$ cat config.mk
export PLATFORM = sky130hd
export DESIGN_NAME = softreg_seq_driver_flat
export DESIGN_NICKNAME = d
export VERILOG_FILES = /design/src/rtl/softreg_if.sv /design/src/rtl/softreg_seq_driver.sv /design/src/flat_wrapper.sv
export SDC_FILE = /design/constraint.sdc
export NUM_CORES = 2
export LEC_CHECK = 0
export BUFFER_PORTS_ARGS = -buffer_cell sky130_fd_sc_hd__buf_2
export CAP_MARGIN = 40
export CORE_UTILIZATION = 40
export DETAILED_ROUTE_END_ITERATION = 6
export PLACE_DENSITY = 0.67
export SETUP_SLACK_MARGIN = 0.05
export SLEW_MARGIN = 30
export SYNTH_ARGS = -nofsm -noshare
export SYNTH_HDL_FRONTEND = slang
export SYNTH_SLANG_ARGS = --single-unit
$ cat constraint.sdc
create_clock -name clk -period 9 [get_ports clk]
set_input_delay 0.45 -clock clk [delete_from_list [all_inputs] [get_ports clk]]
set_output_delay 0.45 -clock clk [all_outputs]
set_load 0.02 [all_outputs]
$ cat src/rtl/softreg_if.sv
// SoftReg request/response bundle between a host-side driver (master)
// and an accelerator register port (slave).
interface softreg_if #(
    parameter int ADDR_W = 32,
    parameter int DATA_W = 64
);
    logic              req_valid;
    logic              req_isWrite;
    logic [ADDR_W-1:0] req_addr;
    logic [DATA_W-1:0] req_data;
    logic              resp_valid;
    logic [DATA_W-1:0] resp_data;

    modport master (
        output req_valid, req_isWrite, req_addr, req_data,
        input  resp_valid, resp_data
    );

    modport slave (
        input  req_valid, req_isWrite, req_addr, req_data,
        output resp_valid, resp_data
    );
endinterface

$ cat src/rtl/softreg_seq_driver.sv
// Programmable SoftReg command sequencer: runs a small table of WRITE/READ/
// POLL/DELAY commands against a SoftReg port and reports completion or timeout.
module softreg_seq_driver #(
    parameter int DEPTH    = 16,
    parameter int IDX_W    = 4,
    parameter int ADDR_W   = 32,
    parameter int DATA_W   = 64,
    parameter int TIMEOUT  = 1024,
    parameter int POLL_GAP = 8
) (
    input  logic              clk,
    input  logic              rst,
    input  logic              cmd_wr_en,
    input  logic [IDX_W-1:0]  cmd_wr_idx,
    input  logic [1:0]        cmd_wr_op,
    input  logic [ADDR_W-1:0] cmd_wr_addr,
    input  logic [DATA_W-1:0] cmd_wr_data,
    input  logic              start,
    input  logic [IDX_W:0]    cmd_count,
    softreg_if.master         softreg,
    output logic              busy,
    output logic              done,
    output logic              error,
    output logic [IDX_W-1:0]  err_idx,
    output logic              resp_strobe,
    output logic [DATA_W-1:0] last_resp_data
);

    localparam logic [IDX_W:0] DEPTH_N = (IDX_W+1)'(DEPTH);
    localparam int TMO_W = $clog2(TIMEOUT + 1);
    localparam int GAP_W = $clog2(POLL_GAP + 1);
    localparam logic [TMO_W-1:0] TMO_LAST = TMO_W'(TIMEOUT - 1);
    localparam logic [GAP_W-1:0] GAP_LOAD = GAP_W'(POLL_GAP - 1);

    typedef enum logic [1:0] {OP_WRITE, OP_READ, OP_POLL, OP_DELAY} op_e;
    typedef enum logic [2:0] {S_IDLE, S_ISSUE, S_WAIT_RESP, S_POLL_GAP, S_DELAY} state_e;

    typedef struct packed {
        op_e               op;
        logic [ADDR_W-1:0] addr;
        logic [DATA_W-1:0] data;
    } entry_t;

    entry_t table_mem [DEPTH];

    state_e            state_reg;
    logic [IDX_W-1:0]  idx_reg;
    logic [IDX_W:0]    n_reg;
    logic [TMO_W-1:0]  tmo_cnt_reg;
    logic [GAP_W-1:0]  gap_cnt_reg;
    logic [31:0]       dly_cnt_reg;
    logic              req_valid_reg;
    logic              req_is_write_reg;
    logic [ADDR_W-1:0] req_addr_reg;
    logic [DATA_W-1:0] req_data_reg;
    logic              busy_reg;
    logic              done_reg;
    logic              error_reg;
    logic [IDX_W-1:0]  err_idx_reg;
    logic              resp_strobe_reg;
    logic [DATA_W-1:0] last_resp_reg;

    logic              advance;
    logic              relaunch;
    logic              expire;
    logic              resp_take;
    logic              start_ok;
    logic              finish;
    logic              launch;
    logic [IDX_W:0]    start_n;
    logic [IDX_W:0]    next_idx;
    logic [IDX_W-1:0]  launch_idx;
    entry_t            launch_entry;
    logic [31:0]       launch_dly;
    op_e               cur_op;
    logic [DATA_W-1:0] cur_data;

    // Table is frozen while a sequence runs, so the live entry can be read directly.
    always_ff @(posedge clk) begin
        if (cmd_wr_en && !rst && state_reg == S_IDLE && ({1'b0, cmd_wr_idx} < DEPTH_N))
            table_mem[cmd_wr_idx] <= '{op: op_e'(cmd_wr_op), addr: cmd_wr_addr, data: cmd_wr_data};
    end

    assign cur_op       = table_mem[idx_reg].op;
    assign cur_data     = table_mem[idx_reg].data;
    assign start_ok     = start && (state_reg == S_IDLE);
    assign start_n      = (cmd_count > DEPTH_N) ? DEPTH_N : cmd_count;
    assign next_idx     = {1'b0, idx_reg} + (IDX_W+1)'(1);
    assign finish       = advance && (next_idx >= n_reg);
    assign launch       = (start_ok && start_n != '0) || (advance && !finish) || relaunch;
    assign launch_idx   = start_ok ? '0 : (relaunch ? idx_reg : next_idx[IDX_W-1:0]);
    assign launch_entry = table_mem[launch_idx];
    assign launch_dly   = launch_entry.data[31:0];

    always_comb begin
        advance   = 1'b0;
        relaunch  = 1'b0;
        expire    = 1'b0;
        resp_take = 1'b0;
        case (state_reg)
            S_ISSUE:     advance = (cur_op == OP_WRITE);
            S_WAIT_RESP: begin
                // A response in the expiry cycle still counts.
                if (softreg.resp_valid) begin
                    resp_take = 1'b1;
                    advance   = (cur_op == OP_READ) || (softreg.resp_data == cur_data);
                end else if (tmo_cnt_reg == TMO_LAST) begin
                    expire = 1'b1;
                end
            end
            S_POLL_GAP:  relaunch = (gap_cnt_reg == '0);
            S_DELAY:     advance  = (dly_cnt_reg == '0);
            default:     ;
        endcase
    end

    always_ff @(posedge clk) begin
        if (rst) begin
            state_reg        <= S_IDLE;
            idx_reg          <= '0;
            n_reg            <= '0;
            tmo_cnt_reg      <= '0;
            gap_cnt_reg      <= '0;
            dly_cnt_reg      <= '0;
            req_valid_reg    <= 1'b0;
            req_is_write_reg <= 1'b0;
            req_addr_reg     <= '0;
            req_data_reg     <= '0;
            busy_reg         <= 1'b0;
            done_reg         <= 1'b0;
            error_reg        <= 1'b0;
            err_idx_reg      <= '0;
            resp_strobe_reg  <= 1'b0;
            last_resp_reg    <= '0;
        end else begin
            req_valid_reg    <= 1'b0;
            req_is_write_reg <= 1'b0;
            req_addr_reg     <= '0;
            req_data_reg     <= '0;
            done_reg         <= 1'b0;
            resp_strobe_reg  <= 1'b0;

            case (state_reg)
                S_IDLE: begin
                    if (start_ok) begin
                        n_reg     <= start_n;
                        error_reg <= 1'b0;
                        done_reg  <= (start_n == '0);
                    end
                end
                S_ISSUE: begin
                    if (cur_op != OP_WRITE) begin
                        state_reg   <= S_WAIT_RESP;
                        tmo_cnt_reg <= TMO_W'(1);
                    end
                end
                S_WAIT_RESP: begin
                    if (resp_take) begin
                        last_resp_reg   <= softreg.resp_data;
                        resp_strobe_reg <= 1'b1;
                        if (!advance) begin
                            state_reg   <= S_POLL_GAP;
                            gap_cnt_reg <= GAP_LOAD;
                        end
                    end else if (expire) begin
                        error_reg   <= 1'b1;
                        err_idx_reg <= idx_reg;
                        busy_reg    <= 1'b0;
                        state_reg   <= S_IDLE;
                    end else begin
                        tmo_cnt_reg <= tmo_cnt_reg + TMO_W'(1);
                    end
                end
                S_POLL_GAP: if (gap_cnt_reg != '0) gap_cnt_reg <= gap_cnt_reg - GAP_W'(1);
                S_DELAY:    if (dly_cnt_reg != '0) dly_cnt_reg <= dly_cnt_reg - 32'd1;
                default:    state_reg <= S_IDLE;
            endcase

            if (finish) begin
                state_reg <= S_IDLE;
                busy_reg  <= 1'b0;
                done_reg  <= 1'b1;
            end

            // Entering an entry: requests go out on the very next cycle.
            if (launch) begin
                idx_reg     <= launch_idx;
                busy_reg    <= 1'b1;
                tmo_cnt_reg <= '0;
                if (launch_entry.op == OP_DELAY) begin
                    state_reg   <= S_DELAY;
                    dly_cnt_reg <= (launch_dly == '0) ? '0 : launch_dly - 32'd1;
                end else begin
                    state_reg        <= S_ISSUE;
                    req_valid_reg    <= 1'b1;
                    req_is_write_reg <= (launch_entry.op == OP_WRITE);
                    req_addr_reg     <= launch_entry.addr;
                    req_data_reg     <= (launch_entry.op == OP_WRITE) ? launch_entry.data : '0;
                end
            end
        end
    end

    assign softreg.req_valid   = req_valid_reg;
    assign softreg.req_isWrite = req_is_write_reg;
    assign softreg.req_addr    = req_addr_reg;
    assign softreg.req_data    = req_data_reg;
    assign busy                = busy_reg;
    assign done                = done_reg;
    assign error               = error_reg;
    assign err_idx             = err_idx_reg;
    assign resp_strobe         = resp_strobe_reg;
    assign last_resp_data      = last_resp_reg;

endmodule

$ cat src/flat_wrapper.sv
// flat-port wrapper written by rule: the top's interface ports become plain ports
module softreg_seq_driver_flat 
#(
    parameter int DEPTH    = 16,
    parameter int IDX_W    = 4,
    parameter int ADDR_W   = 32,
    parameter int DATA_W   = 64,
    parameter int TIMEOUT  = 1024,
    parameter int POLL_GAP = 8
)
  (clk, rst, cmd_wr_en, cmd_wr_idx, cmd_wr_op, cmd_wr_addr, cmd_wr_data, start, cmd_count, busy, done, error, err_idx, resp_strobe, last_resp_data, softreg_req_valid, softreg_req_isWrite, softreg_req_addr, softreg_req_data, softreg_resp_valid, softreg_resp_data);
  softreg_if #(.ADDR_W(ADDR_W), .DATA_W(DATA_W)) softreg_i ();
  input  logic clk;
  input  logic rst;
  input  logic cmd_wr_en;
  input  logic [IDX_W-1:0] cmd_wr_idx;
  input  logic [1:0] cmd_wr_op;
  input  logic [ADDR_W-1:0] cmd_wr_addr;
  input  logic [DATA_W-1:0] cmd_wr_data;
  input  logic start;
  input  logic [IDX_W:0] cmd_count;
  output logic busy;
  output logic done;
  output logic error;
  output logic [IDX_W-1:0] err_idx;
  output logic resp_strobe;
  output logic [DATA_W-1:0] last_resp_data;
  output wire logic [$bits(softreg_i.req_valid)-1:0] softreg_req_valid;
  output wire logic [$bits(softreg_i.req_isWrite)-1:0] softreg_req_isWrite;
  output wire logic [$bits(softreg_i.req_addr)-1:0] softreg_req_addr;
  output wire logic [$bits(softreg_i.req_data)-1:0] softreg_req_data;
  input wire logic [$bits(softreg_i.resp_valid)-1:0] softreg_resp_valid;
  input wire logic [$bits(softreg_i.resp_data)-1:0] softreg_resp_data;
  assign softreg_req_valid = softreg_i.req_valid;
  assign softreg_req_isWrite = softreg_i.req_isWrite;
  assign softreg_req_addr = softreg_i.req_addr;
  assign softreg_req_data = softreg_i.req_data;
  assign softreg_i.resp_valid = softreg_resp_valid;
  assign softreg_i.resp_data = softreg_resp_data;
  softreg_seq_driver #(.DEPTH(DEPTH), .IDX_W(IDX_W), .ADDR_W(ADDR_W), .DATA_W(DATA_W), .TIMEOUT(TIMEOUT), .POLL_GAP(POLL_GAP)) u_core (.clk(clk), .rst(rst), .cmd_wr_en(cmd_wr_en), .cmd_wr_idx(cmd_wr_idx), .cmd_wr_op(cmd_wr_op), .cmd_wr_addr(cmd_wr_addr), .cmd_wr_data(cmd_wr_data), .start(start), .cmd_count(cmd_count), .softreg(softreg_i), .busy(busy), .done(done), .error(error), .err_idx(err_idx), .resp_strobe(resp_strobe), .last_resp_data(last_resp_data));
endmodule
==> run_results.csv <==
group,metric,value,unit
clock_network,cts.repair_timing.setup_buffer_count,0,
placement,post_dp_cell_area,86400,sq um
timing,hold_viol_final,0,
global_route,grt_antenna_before_repair,33,
finish,post-route-util,0.468,
placement,detailedPlacementHpwl,162,mm
clock_network,cts_inserted_buffers,191,
setup_path,worst_setup_path_end_kind,"flop",
hold_path,hp-class,"in -> reg",
logic_synthesis,synth_top_area_cell,"sky130_fd_sc_hd__edfxtp_1",
timing,finalSetupViolCount,0,
logic_synthesis,synth.top_cells.by_count,"1,568 x sky130_fd_sc_hd__edfxtp_1, 1,386 x sky130_fd_sc_hd__nand2_1, 298 x sky130_fd_sc_hd__clkbuf_1",
floorplan,dieArea,205000,sq um
timing,fin_hold_ws,0.0535,ns
clock_network,tritoncts_clock_tree,"built",
setup_path,path_buf_inv,2,
timing,worst_clock_skew,0.0566,ns
timing,finalCriticalPeriod,6.69,ns
logic_synthesis,yosysMostFrequentCell,"sky130_fd_sc_hd__edfxtp_1",
power,cellPowerDensity,248,nW/um^2
run,maxCapViolCount,0,
setup_path,required,9.74,ns
logic_synthesis,asyncSetResetFlopFracSynth,0,
timing,finalCritPeriodShare,0.743,
clock_network,cts_root_buf,"sky130_fd_sc_hd__clkbuf_16",
placement,place.port_buffers,345,
setup_path,crit_family,"simple AND/OR/NAND/NOR gates",
routing,dr.first_iter.drc_count,8403,
outcome,failing_checks,"design-rule violations",
outcome,outcome,"finished, violations left",
timing,timing.setup.tns,0,ns
timing,tightestPinTransition,1.20,ns
timing,slew_viol_final,0,
logic_synthesis,synth_top_flop_cell,"sky130_fd_sc_hd__edfxtp_1",
floorplan,starting_density_of_the_core,0.403,
setup_path,timing.setup.critical_path_class,"reg -> reg",
logic_synthesis,ys_seq_elements,1801,
finish,post-route-cell-area,94700,sq um
logic_synthesis,netlist_area,81500,sq um
logic_synthesis,synthesis.nets,6544,
power,leakage_power_total,31.6,nW
global_route,gr-usage-all-layers,0.263,
logic_synthesis,syn_inst,6355,
routing,route.vias.total,60200,
routing,drt-wirelength-per-cell,29.1,um
timing,max_slew_margin,0.200,
finish,syn_to_final_growth,16.3,%
setup_path,critical_path_data_arrival_time,7.43,ns
routing,ant_nets,0,
setup_path,worst_path_most_repeated_cell,"sky130_fd_sc_hd__buf_4",
clock_network,ctsLongestPathBuffers,3,
logic_synthesis,leading_cell_types_by_total_area_after_synthesis,"sky130_fd_sc_hd__edfxtp_1 58%, sky130_fd_sc_hd__mux4_2 6.6%, sky130_fd_sc_hd__nand2_1 6.4%, sky130_fd_sc_hd__dfxtp_1 5.7%, sky130_fd_sc_hd__a311oi_1 2.2%",
global_route,globalRoute.totalOverflow,0,
clock_network,clk_pin_slew,0.06,ns
logic_synthesis,yosys_warnings,0,
power,total_power,23.5,mW
routing,drt_wl_total,279,mm
routing,drc,9,
clock_network,htree_levels,4,
logic_synthesis,number_of_enable_flip_flop_cells_after_synthesis,1568,
floorplan,die-height,453,um
timing,max_freq,0.150,GHz
floorplan,coreArea,202000,sq um
floorplan,core.rowCount,165,
finish,largest_register_ffs,1568,
logic_synthesis,syn_area_per_cell,12.8,sq um
global_route,grt_pass1_vias,57300,
global_route,first_pass_grt_wire_length,398,mm
logic_synthesis,yosysTopAreaCellShare,0.578,
logic_synthesis,synth-seq-area-share,0.635,
floorplan,dieWidth,453,um
setup_path,critPathSlowestCell,"sky130_fd_sc_hd__dfxtp_4",
routing,vias_per_cell,6.28,
setup_path,timing.critical_path.slowest_cell_delay,0.78,ns
setup_path,crit_chain,"buf_4, mux4_2, mux2i_1, xnor2_1, o21ai_0, o2111ai_1, nor4_1, nand4_1, nor4_2, or2_1, nand4b_1, buf_4, a211oi_1",
power,ir_drop,0.315,mV
floorplan,ios,346,
routing,firstDrtPassIters,7,
setup_path,worst-path-max-fanout,34,
global_route,grt_start_max_net_pins,197,
clock_network,worst_skew_pair.late_latency,0.87,ns
timing,setup_repair_after_global_routing_missed_its_margin,"no",
setup_path,start_kind,"flop",
finish,final_layout_size_suffix_gt1_frac,0.173,
placement,place.gp.congestion,0.953,
logic_synthesis,synthDistinctLibCells,93,
clock_network,tritoncts_num_sinks,1801,
finish,fin_nets,6914,
## layout by cell type, fill, tap and decap left out, drive strengths merged, types with 24 or more instances in the layout
| cell type | instances |
|---|---|
| nor4 | 62 |
| mux4 | 238 |
| mux2i | 162 |
| clkbuf | 254 |
| edfxtp | 1568 |
| dlygate4sd3 | 162 |
| o22ai | 34 |
| o21ai | 74 |
| dfxtp | 233 |
| a211oi | 217 |
| nor2b | 24 |
| nand3 | 197 |
| a311oi | 206 |
| inv | 45 |
| a221oi | 61 |
| clkinv | 64 |
| a31oi | 102 |
| nand2b | 26 |
| xor2 | 72 |
| buf | 511 |
| xnor2 | 87 |
| a21oi | 204 |
| nor2 | 143 |
| nand2 | 1386 |
| o32ai | 24 |
| nand4 | 34 |
| and3 | 229 |
| nor3 | 159 |
## layout make-up
type / instances / area [sq um]
fill: 17700 / 108000
sequential: 1801 / 51800
multi-input combinational: 4014 / 27600
timing repair buffer: 679 / 5280
clock buffer: 249 / 5200
tap: 2672 / 3340
clock inverter: 108 / 1350
inverter: 38 / 143
antenna: 16 / 40.0
## per-stage QoR
stage / std cells / worst slack [ns]
after detailed placement: 9029 / 2.33
after CTS: 9548 / 2.36
after floorplan: 6355 / 0.496
final: 9577 / 2.31
after global placement: 9003 / 2.25
after global routing: 9570 / 2.17
## worst register-to-register path, stage by stage, from the launching register on
cell and delay, ns:
sky130_fd_sc_hd__dfxtp_4 0.78, sky130_fd_sc_hd__buf_4 0.69, sky130_fd_sc_hd__mux4_2 0.63, sky130_fd_sc_hd__mux2i_1 0.31
sky130_fd_sc_hd__xnor2_1 0.27, sky130_fd_sc_hd__o21ai_0 0.39, sky130_fd_sc_hd__o2111ai_1 0.21, sky130_fd_sc_hd__nor4_1 0.69
sky130_fd_sc_hd__nand4_1 0.33, sky130_fd_sc_hd__nor4_2 0.40, sky130_fd_sc_hd__or2_1 0.68, sky130_fd_sc_hd__nand4b_1 0.32
sky130_fd_sc_hd__buf_4 0.45, sky130_fd_sc_hd__a211oi_1 0.47
## path summary, 6_finish.rpt
kind | to | slack (ns) | startpoint | cells after the start
hold reg to reg | u_core.last_resp_data[50]$_SDFFE_PP0P_ | 0.45 | u_core.last_resp_data[50]$_SDFFE_PP0P_ | 2
hold / removal | u_core.last_resp_data[17]$_SDFFE_PP0P_ | 0.05 | softreg_resp_data[17] | 3
setup / recovery | u_core.softreg.req_data[55]$_SDFF_PP0_ | 2.31 | flop | 13
setup reg to reg | u_core.softreg.req_data[55]$_SDFF_PP0_ | 2.31 | flop | 13
## cells by family after synthesis
logic type                 count (synthesis)  share of synthesized area
AOI/OAI and AO/OA                       1072                     0.0973
xor gates and xnor gates                 159                     0.0171
adders and majority gates                 13                    0.00200
buffers and inverters                    540                     0.0293
DFF                                     1801                      0.635
muxes                                    423                     0.0889
and+or+nand+nor                         2347                      0.130
## timing repair
action	4_1_cts	5_1_grt
hold buffers	162	0
resized for setup	0	0
hold endpoints to repair	1598	0
## where the power goes
| part | leakage (nW) | internal (mW) | switching (mW) |
|---|---|---|---|
| registers | 16.0 | 9.30 | 0.197 |
| logic | 12.5 | 1.86 | 3.95 |
| clock network | 3.16 | 4.74 | 3.42 |
| total | 31.6 | 15.9 | 7.58 |
## per-layer routing
metal,global-route usage,up-vias,wire length [um]
met3,0.0649,861,32100
met1,0.336,29800,102000
met4,0.148,12,18200
met2,0.409,4308,127000
li1,-,25200,-
met5,0,-,74
(Power assumes the default switching activity.)
